## config.mk

```make
export PLATFORM = sky130hd
export DESIGN_NAME = clock_divide_measure
export DESIGN_NICKNAME = d
export VERILOG_FILES = /design/src/rtl/clock_divide_measure_pkg.sv /design/src/rtl/clock_divide_measure_edge.sv /design/src/rtl/clock_divide_measure.sv
export SDC_FILE = /design/constraint.sdc
export NUM_CORES = 1
export LEC_CHECK = 0
export ABC_AREA = 1
export CAP_MARGIN = 20
export CORE_ASPECT_RATIO = 1.1
export CORE_MARGIN = 4
export CORE_UTILIZATION = 56
export DETAILED_ROUTE_END_ITERATION = 6
export PLACE_DENSITY = 0.76
export SLEW_MARGIN = 10
export SYNTH_ARGS = -nofsm -noshare
export SYNTH_HDL_FRONTEND = slang
export SYNTH_SLANG_ARGS = --single-unit
```

## constraint.sdc

```tcl
create_clock -name clk -period 2.1 [get_ports clk]
set_input_delay 0.315 -clock clk [delete_from_list [all_inputs] [get_ports clk]]
set_output_delay 0.315 -clock clk [all_outputs]
set_load 0.1 [all_outputs]
```

## src/rtl/clock_divide_measure_pkg.sv

```systemverilog
// Shared types and constants for the divided-clock half-period measurement block.
// The divider produces a half-period of factor+H_OFFSET fast-clock cycles.
package clock_divide_measure_pkg;

  typedef enum logic [1:0] {
    IDLE,
    WAIT_EDGE,
    MEASURE,
    LOCKED
  } state_e;

  localparam int unsigned FACTOR_W = 6;
  localparam int unsigned H_OFFSET = 2;
  localparam int unsigned H_MAX    = 65;

  // A half-period is only meaningful if it maps onto a 6-bit divide factor.
  function automatic logic hInRange(input int unsigned h);
    return (h >= H_OFFSET) && (h <= H_MAX);
  endfunction

endpackage

```

## src/rtl/clock_divide_measure_edge.sv

```systemverilog
// Two-flop synchronizer followed by a registered any-edge detector.
// A change on d_in shows up as a one-cycle edge_out pulse three clocks later.
module edge_sync_detect (
  input  logic clk,
  input  logic rst,
  input  logic d_in,
  output logic edge_out
);

  logic sync1_q;
  logic sync2_q;
  logic prev_q;
  logic edge_q;

  always_ff @(posedge clk) begin
    if (rst) begin
      sync1_q <= 1'b0;
      sync2_q <= 1'b0;
      prev_q  <= 1'b0;
      edge_q  <= 1'b0;
    end else begin
      sync1_q <= d_in;
      sync2_q <= sync1_q;
      prev_q  <= sync2_q;
      edge_q  <= sync2_q ^ prev_q;
    end
  end

  assign edge_out = edge_q;

endmodule

```

## src/rtl/clock_divide_measure.sv

```systemverilog
// Measures the half-period of a divided clock, recovers its divide factor and
// reports lock once LOCK_COUNT consecutive identical in-range spacings are seen.
module clock_divide_measure
  import clock_divide_measure_pkg::*;
#(
  parameter int CNT_W      = 8,
  parameter int LOCK_COUNT = 4,
  parameter int TIMEOUT    = 255
) (
  input  logic                clk,
  input  logic                rst,
  input  logic                sig_in,
  input  logic                meas_en,
  output logic [FACTOR_W-1:0] factor_out,
  output logic [CNT_W-1:0]    half_period,
  output logic                locked,
  output logic                valid,
  output logic                range_err,
  output logic                timeout
);

  localparam int MW = $clog2(LOCK_COUNT + 1);
  localparam logic [MW-1:0]    LOCK_MATCH = MW'(LOCK_COUNT);
  localparam logic [CNT_W-1:0] TIMEOUT_C  = CNT_W'(TIMEOUT);

  logic                edgeDet;
  state_e              state_q;
  logic [CNT_W-1:0]    cnt_q;
  logic [CNT_W-1:0]    cnt_d;
  logic [CNT_W-1:0]    prevH_q;
  logic [CNT_W-1:0]    halfPeriod_q;
  logic [MW-1:0]       matchCnt_q;
  logic [MW-1:0]       matchCnt_d;
  logic [FACTOR_W-1:0] factor_q;
  logic                locked_q;
  logic                valid_q;
  logic                rangeErr_q;
  logic                timeout_q;
  logic                hOk;
  logic                hSame;
  logic                atTimeout;

  edge_sync_detect uEdge (
    .clk      (clk),
    .rst      (rst),
    .d_in     (sig_in),
    .edge_out (edgeDet)
  );

  // The captured half-period H is simply cnt_q on an edge cycle.
  always_comb begin
    cnt_d      = cnt_q;
    hOk        = hInRange(32'(cnt_q));
    hSame      = (cnt_q == prevH_q);
    atTimeout  = (cnt_q == TIMEOUT_C);
    matchCnt_d = '0;
    if (state_q == IDLE) begin
      cnt_d = '0;
    end else if (edgeDet) begin
      cnt_d = CNT_W'(1);
    end else if (!atTimeout) begin
      cnt_d = cnt_q + 1'b1;
    end
    if (hOk && hSame) begin
      matchCnt_d = matchCnt_q + 1'b1;
    end else if (hOk) begin
      matchCnt_d = MW'(1);
    end
  end

  always_ff @(posedge clk) begin
    if (rst) begin
      state_q      <= IDLE;
      cnt_q        <= '0;
      prevH_q      <= '0;
      halfPeriod_q <= '0;
      matchCnt_q   <= '0;
      factor_q     <= '0;
      locked_q     <= 1'b0;
      valid_q      <= 1'b0;
      rangeErr_q   <= 1'b0;
      timeout_q    <= 1'b0;
    end else begin
      valid_q   <= 1'b0;
      timeout_q <= 1'b0;
      cnt_q     <= cnt_d;
      if (!meas_en) begin
        state_q      <= IDLE;
        cnt_q        <= '0;
        matchCnt_q   <= '0;
        halfPeriod_q <= '0;
        locked_q     <= 1'b0;
        rangeErr_q   <= 1'b0;
      end else begin
        unique case (state_q)
          IDLE: state_q <= WAIT_EDGE;
          WAIT_EDGE: begin
            if (edgeDet) begin
              state_q <= MEASURE;
            end
          end
          MEASURE, LOCKED: begin
            // An edge always wins over a coincident timeout.
            if (edgeDet) begin
              halfPeriod_q <= cnt_q;
              prevH_q      <= cnt_q;
              if (!hOk) begin
                rangeErr_q <= 1'b1;
              end
              if (state_q == LOCKED && hSame) begin
                valid_q <= 1'b1;
              end else begin
                matchCnt_q <= matchCnt_d;
                if (state_q == MEASURE && matchCnt_d == LOCK_MATCH) begin
                  factor_q <= FACTOR_W'(cnt_q - CNT_W'(H_OFFSET));
                  locked_q <= 1'b1;
                  state_q  <= LOCKED;
                end else begin
                  locked_q <= 1'b0;
                  state_q  <= MEASURE;
                end
              end
            end else if (atTimeout) begin
              timeout_q  <= 1'b1;
              locked_q   <= 1'b0;
              matchCnt_q <= '0;
              state_q    <= WAIT_EDGE;
            end
          end
          default: state_q <= IDLE;
        endcase
      end
    end
  end

  assign factor_out  = factor_q;
  assign half_period = halfPeriod_q;
  assign locked      = locked_q;
  assign valid       = valid_q;
  assign range_err   = rangeErr_q;
  assign timeout     = timeout_q;

endmodule

```

==> tab_implementation.tex <==
\begin{tabular}{lr}
\hline
Metric & Value \\
\hline
\multicolumn{2}{l}{\textbf{Die}} \\
Die extent in y & about 74 um \\
DIE AREA & 0.00497 mm2 \\
Die X & 67.6 um \\
Starting Density & between 50\% and 60\% \\
Number of ports placed on the die boundary & 22 \\
Number of rows in the core area & 23 \\
Core area & around 0.0037 mm2 \\
\multicolumn{2}{l}{\textbf{Timing}} \\
Max-Slew Margin vs Limit & around 68\% \\
Transition time of the tightest slew-check pin & between 0.4 and 0.5 ns \\
Final setup violation count & 0 \\
Share of the clock period used by the worst path after layout & 90.2\% \\
Minimum period implied by the final worst setup slack & about 1.9 ns \\
Smallest setup slack after layout & around 0.21 ns \\
Post-Route Setup TNS & 0 ns \\
Hold\_ws & $\sim$0.41 ns \\
Max Freq & approximately 530 MHz \\
Slew Viols, Final & 0 \\
Unrepaired setup endpoints after global routing & false \\
Number of endpoints with negative hold slack in the final report & 0 \\
Clock skew after layout & between 0.004 and 0.005 ns \\
\multicolumn{2}{l}{\textbf{Worst setup path}} \\
Critical path class & reg2reg \\
Required time at the worst-slack endpoint & between 2 and 2.5 ns \\
Critical path's largest stage delay & around 0.40 ns \\
End of the worst register-to-register path & factor\_out[2]\$\_SDFFE\_PP0P\_ \\
Reg2reg start & cnt\_q[1]\$\_SDFFE\_PP0N\_ \\
Most frequent cell on the critical path & sky130\_fd\_sc\_hd\_\_nand2\_1 \\
CP Launch Type & flip-flop \\
Critical-path cell list & inv\_4 > ha\_1 > nand2\_1 > nand2\_1 > nand4\_1 > a21oi\_4 > nand3\_1 > nand2\_1 > inv\_2 > nand3\_4 > nand2\_1 > nand2\_1 > nor2\_2 \\
Nature of the critical path endpoint & flip-flop \\
Top fanout value on the critical path & 10 \\
Crit path max-delay cell type & sky130\_fd\_sc\_hd\_\_dfxtp\_1 \\
Count of buffering cells on the critical path with inverters included & 2 \\
Register-to-Register Path Depth & 13 \\
Flop2flop setup slack & between 0.2 and 0.25 ns \\
Crit path arrival time & 2.10 ns \\
Dominant delay contributor by cell family on the critical path & simple AND/OR/NAND/NOR gates \\
\multicolumn{2}{l}{\textbf{Power}} \\
Worst vdd ir & between 0.5 and 0.6 mV \\
Power, Total & roughly 1.5 mW \\
Lkg Pwr & about 1.2 nW \\
Pwr per Cell Area & 590 mW/mm2 \\
\multicolumn{2}{l}{\textbf{Synth}} \\
Yosys warns & 0 \\
Adder and majority cell fraction of the synthesized area & under 10\% \\
Dominant combinational cell family by area after synthesis & simple AND/OR/NAND/NOR gates \\
Synth Area in Compound Gates & 12.2\% \\
Avg Cell Area, Syn & between 7 and 8 um2 \\
Number of instances in the synthesized netlist & 312 \\
Primary FF master, synth & sky130\_fd\_sc\_hd\_\_dfxtp\_1 \\
EDFF count, synth & 0 \\
Number of storage elements in the synthesis netlist & 43 \\
Synthesized-area fraction occupied by and/or/nand/nor cells & between 30\% and 40\% \\
Xor and xnor fraction of the mapped netlist area & under 10\% \\
Mux share of post-synthesis cell area & 0\% \\
Top cell type by total area after synthesis & sky130\_fd\_sc\_hd\_\_dfxtp\_1 \\
Share of synthesized area occupied by flip-flops and latches & 39.4\% \\
Area share of the leading cell type in the synthesized netlist & between 30 and 40\% \\
Cell types occupying the most area after synthesis & sky130\_fd\_sc\_hd\_\_dfxtp\_1, sky130\_fd\_sc\_hd\_\_nand2\_1, sky130\_fd\_sc\_hd\_\_inv\_1, sky130\_fd\_sc\_hd\_\_nand3\_1, sky130\_fd\_sc\_hd\_\_nor2\_1 \\
Proportion of synthesized flip-flops having asynchronous set or reset & 0\% \\
Number of nets produced by synthesis & roughly 320 \\
Post-synthesis cell area & 0.00218 mm2 \\
Synth cell types & 32 \\
\multicolumn{2}{l}{\textbf{Job}} \\
Maximum Capacitance Violations & 0 \\
\multicolumn{2}{l}{\textbf{Route}} \\
Final Routed Wirelength & roughly 4.7 mm \\
Via total after detailed routing & a little under 2k \\
Detailed router's first-iteration violation count & 134 \\
Number of vias per cell & 5.02 \\
Number of search-and-repair iterations in the first detailed-routing pass & 4 \\
Antenna-violating nets left & 0 \\
Post-route DRC & 0 \\
Detail-routed net length per standard cell & approximately 12 um \\
\multicolumn{2}{l}{\textbf{Hold path}} \\
Hold path start & uEdge.sync1\_q\$\_SDFF\_PP0\_ \\
Number of cells on the worst hold path & 2 \\
Worst Hold Endpoint & uEdge.sync2\_q\$\_SDFF\_PP0\_ \\
Hold WC Path Type & reg2reg \\
\multicolumn{2}{l}{\textbf{Finish}} \\
Layout cells sized above 1 & between 10\% and 20\% \\
Layout Area Growth over Synthesis & 14.0\% \\
Net count reported at finish & around 350 \\
Cell Count, Final, Fillers Out & around 390 \\
Most common cell after layout, fill and taps aside & sky130\_fd\_sc\_hd\_\_nand2\_1 \\
Final core occ & between 60\% and 70\% \\
ANT cells & 0 \\
Highest-count cells in the layout ignoring fill and taps & sky130\_fd\_sc\_hd\_\_nand2\_1, sky130\_fd\_sc\_hd\_\_dfxtp\_1, sky130\_fd\_sc\_hd\_\_inv\_1 \\
Post-layout instance area & approximately 0.0025 mm2 \\
\multicolumn{2}{l}{\textbf{Global route}} \\
Global Route Usage Sum & around a fifth \\
Global-route wire length before repair & approximately 7.8 mm \\
Antenna violations before repair & 0 \\
Global route overflow & 0 \\
Vias in the first global route & 1711 \\
Largest net degree at the start of global routing & 16 \\
\multicolumn{2}{l}{\textbf{Place}} \\
Number of placed instances, taps included & 380 \\
Post-DP HPWL & around 3.5 mm \\
Dpl ws & about 0.18 ns \\
Number of buffers added on ports & 21 \\
Placed inst area & 0.00240 mm2 \\
Final estimated routing congestion in global placement & approximately 0.83 \\
\multicolumn{2}{l}{\textbf{Clock network}} \\
Hold Buf Count CTS & 0 \\
Clock tree from TritonCTS & yes \\
Clock Tree Buf Depth & 2 \\
Max H-tree Level & 2 \\
Clock insertion delay at the later pin of the skew report & 0.30 ns \\
Number of setup buffers added after CTS & 0 \\
Clock transition at path regs & about 0.09 ns \\
Number of clock sinks & 43 \\
Number of buffers inserted during clock tree synthesis & 5 \\
Root Buffer & sky130\_fd\_sc\_hd\_\_clkbuf\_8 \\
\multicolumn{2}{l}{\textbf{Run status}} \\
Outcome & finished clean \\
\hline
\end{tabular}
==> tightest hold or removal path, delay by kind of cell (launching register included) <==
kind	cells	cell delay (ns)
flops	1	0.31
buf+inv	1	0.04
simple gates	1	0.03
==> registers in the layout (all words and copies together), names as in the netlist <==
signal	count
state_q	2
locked	1
range_err	1
valid	1
uEdge.sync1_q	1
uEdge.edge_out	1
matchCnt_q	3
cnt_q	8
uEdge.sync2_q	1
factor_out	6
timeout	1
uEdge.prev_q	1
prevH_q	8
half_period	8
==> report_power, final <==
| group | switching (mW) | internal [mW] | leakage [nW] | total (mW) |
|---|---|---|---|---|
| sequential | 0.00954 | 0.823 | 0.347 | 0.832 |
| clock | 0.315 | 0.238 | 0.0408 | 0.553 |
| combinational | 0.0553 | 0.0294 | 0.779 | 0.0848 |
==> worst max-delay path by stage <==
stage                                from                         end  slack [ns]  depth (start not counted)
finish              cnt_q[1]$_SDFFE_PP0N_  factor_out[2]$_SDFFE_PP0P_        0.21                         13
global route        cnt_q[1]$_SDFFE_PP0N_  factor_out[1]$_SDFFE_PP0P_        0.04                         13
CTS                 cnt_q[1]$_SDFFE_PP0N_  factor_out[2]$_SDFFE_PP0P_        0.16                         13
detailed placement  cnt_q[1]$_SDFFE_PP0N_  factor_out[2]$_SDFFE_PP0P_        0.18                         13
global placement    cnt_q[1]$_SDFFE_PP0N_  factor_out[2]$_SDFFE_PP0P_        0.20                         13
floorplan           cnt_q[0]$_SDFFE_PP0P_  factor_out[2]$_SDFFE_PP0P_        0.44                         11
==> cell type report <==
cell class,count,area [um2]
well taps,50,62.6
inverters,53,201
flip-flops and latches,43,861
multi-input cells,209,1080
clock inverters,3,23.8
repair buffers,25,195
clock buffers,5,68.8
fillers,323,1220
==> kinds of logic (layout without fill, tap and decap cells) <==
family,count (synthesis),in the layout
AO/OA/AOI/OAI,47,47
XOR/XNOR,6,6
adder cells (fa/ha/maj),7,7
buffers and inverters,60,86
flip-flops,43,43
AND/OR/NAND/NOR,149,149
==> cell usage after synthesis (all sizes together) (3+ instances only) <==
| cell type | number |
|---|---|
| dfxtp | 43 |
| inv | 52 |
| buf | 5 |
| nand4 | 3 |
| xor2 | 4 |
| nor3 | 5 |
| nand2 | 75 |
| ha | 7 |
| nor2 | 37 |
| nand3 | 27 |
| o21ai | 22 |
| a21oi | 20 |
==> layer usage <==
metal,share of wire [%],vias to the layer above,track usage (%)
met5,0,-,0
met4,3.3,0,10.6
met3,5.5,13,4.59
met2,45,60,31.9
met1,46,847,27.8
li1,-,1029,-
==> timing repair <==
item	4_1_cts	5_1_grt
endpoints found under the hold margin	0	0
resized for setup	0	1
endpoints found under the setup margin	0	2
Note: power is estimated with default switching activity, not from simulation.
==> variant: new RTL, same flow settings <==
The parameter `LOCK_COUNT` goes from 4 to 8.
--- a/src/rtl/clock_divide_measure.sv
+++ b/src/rtl/clock_divide_measure.sv
@@ -5,5 +5,5 @@
 #(
   parameter int CNT_W      = 8,
-  parameter int LOCK_COUNT = 4,
+  parameter int LOCK_COUNT = 8,
   parameter int TIMEOUT    = 255
 ) (
Formal check against the unedited RTL: no difference found for any inputs over 10 cycles, from zero or initial values and one cycle with rst high; that may be too few to reach the edited logic, so the function may still have changed.
==> variant against the original RTL <==
  * Power up 6.7%
  * Wire length fell by 4.8%
  * Sequential cell count grew 1
  * Non-clock buffer count up 1
  * Critical path type unchanged
  * Synthesized area is 0.29% lower
  * Largest power group unchanged
  * Setup slack worse by 0.033 ns
  * Design area increased by 1.5%
==> variant: results (changes against the original RTL) <==
stage	metric	value	unit	change
outcome	status	finished, final reports clean		unchanged
power_and_ir_drop	pwr-share-seq	54.2	%	was 56.6%
drt	avgRoutedWirePerCell	11.3	um	was 12.1 um
power_and_ir_drop	leakagePower	1.18	nW	was 1.17 nW
place	place.gp.congestion	0.808		was 0.833
yosys	synth_compound_area_share	11.6	%	was 12.2%
layout	drive_above_1_share	15.9	%	was 15.7%
grt	grt_pass1_wl	7.58	mm	was 7.84 mm
yosys	syn-num-nets	327		was 323
power_and_ir_drop	p_sw	0.350	mW	was 0.380 mW
grt	grt.total_usage	20.2	%	was 21.0%
grt	grt-ovfl-total	0		unchanged
yosys	synth-adder-area-share	4.02	%	was 4.01%
sta	worstMarginPinSlew	0.514	ns	was 0.478 ns
grt	grt_pass1_vias	1693		was 1711
yosys	synth_area_leaders	dfxtp_1 (40%), nand2_1 (14%), nor2_1 (6.9%)		was dfxtp_1 (39%), nand2_1 (13%), inv_1 (7.2%)
power_and_ir_drop	swShare	22.3	%	was 25.8%
yosys	seq_area_frac_synth	40.4	%	was 39.4%
layout	nets	355		was 348
sta	fin_skew	0.00928	ns	was 0.00465 ns
power_and_ir_drop	comb_power_share	4.7	%	was 5.8%
power_and_ir_drop	ir_drop	0.587	mV	was 0.534 mV
place	post-place-cells	387		was 380
worst_setup_path	cp_max_fo	8		was 10
yosys	synth_xor_area_share	2.81	%	was 2.41%
drt	num_vias	1963		was 1949
clocking	cts_max_path_buffers	2		unchanged
place	dpl_worst_slack	0.0283	ns	was 0.183 ns
yosys	avgSynthCellArea	6.89	sq um	was 7.00 sq um
place	dpl_cell_area	2410	sq um	was 2400 sq um
worst_setup_path	cp.arrival	2.17	ns	was 2.10 ns
drt	drt_wl_total	4.47	mm	was 4.70 mm
worst_setup_path	slowest_stage	dfxtp_4		was dfxtp_1
place	post-dp-hpwl	3.31	mm	was 3.48 mm
worst_setup_path	r2r_start	cnt_q[0]		was cnt_q[1]
drt	drt_iter0_drc	104		was 134
yosys	ys_types	29		was 32
grt	grt_max_degree	17		was 16
variant: cell count changes after synthesis, sizes merged, moves of 3 or more:
cell / unedited run / this run
nand2: 75 / 86
buf: 5 / 1
inv: 52 / 46
nor2: 37 / 44
nor3: 5 / 2
nand3: 27 / 21
o21ai: 22 / 27
variant: routing by layer:
metal	part of all wire (%)	global-route usage, %
met5	0	0
met4	1.4	8.11
met3	5.6	4.59
met2	46	32.2
met1	47	26.0
variant: worst paths after layout:
kind              slack [ns]  depth (start not counted)       endpoint
hold reg to reg         0.42                          2  uEdge.sync2_q
hold / removal          0.42                          2  uEdge.sync2_q
setup reg to reg        0.17                         12  factor_out[4]
setup / recovery        0.17                         12  factor_out[4]
variant: area by class of cell:
cell class | count | area, sq um
Fill cell | 340 | 1150
Multi-Input combinational cell | 221 | 1090
Sequential cell | 44 | 885
Timing Repair Buffer | 26 | 203
Inverter | 46 | 173
Clock buffer | 5 | 68.8
Tap cell | 50 | 62.6
Clock inverter | 3 | 42.5
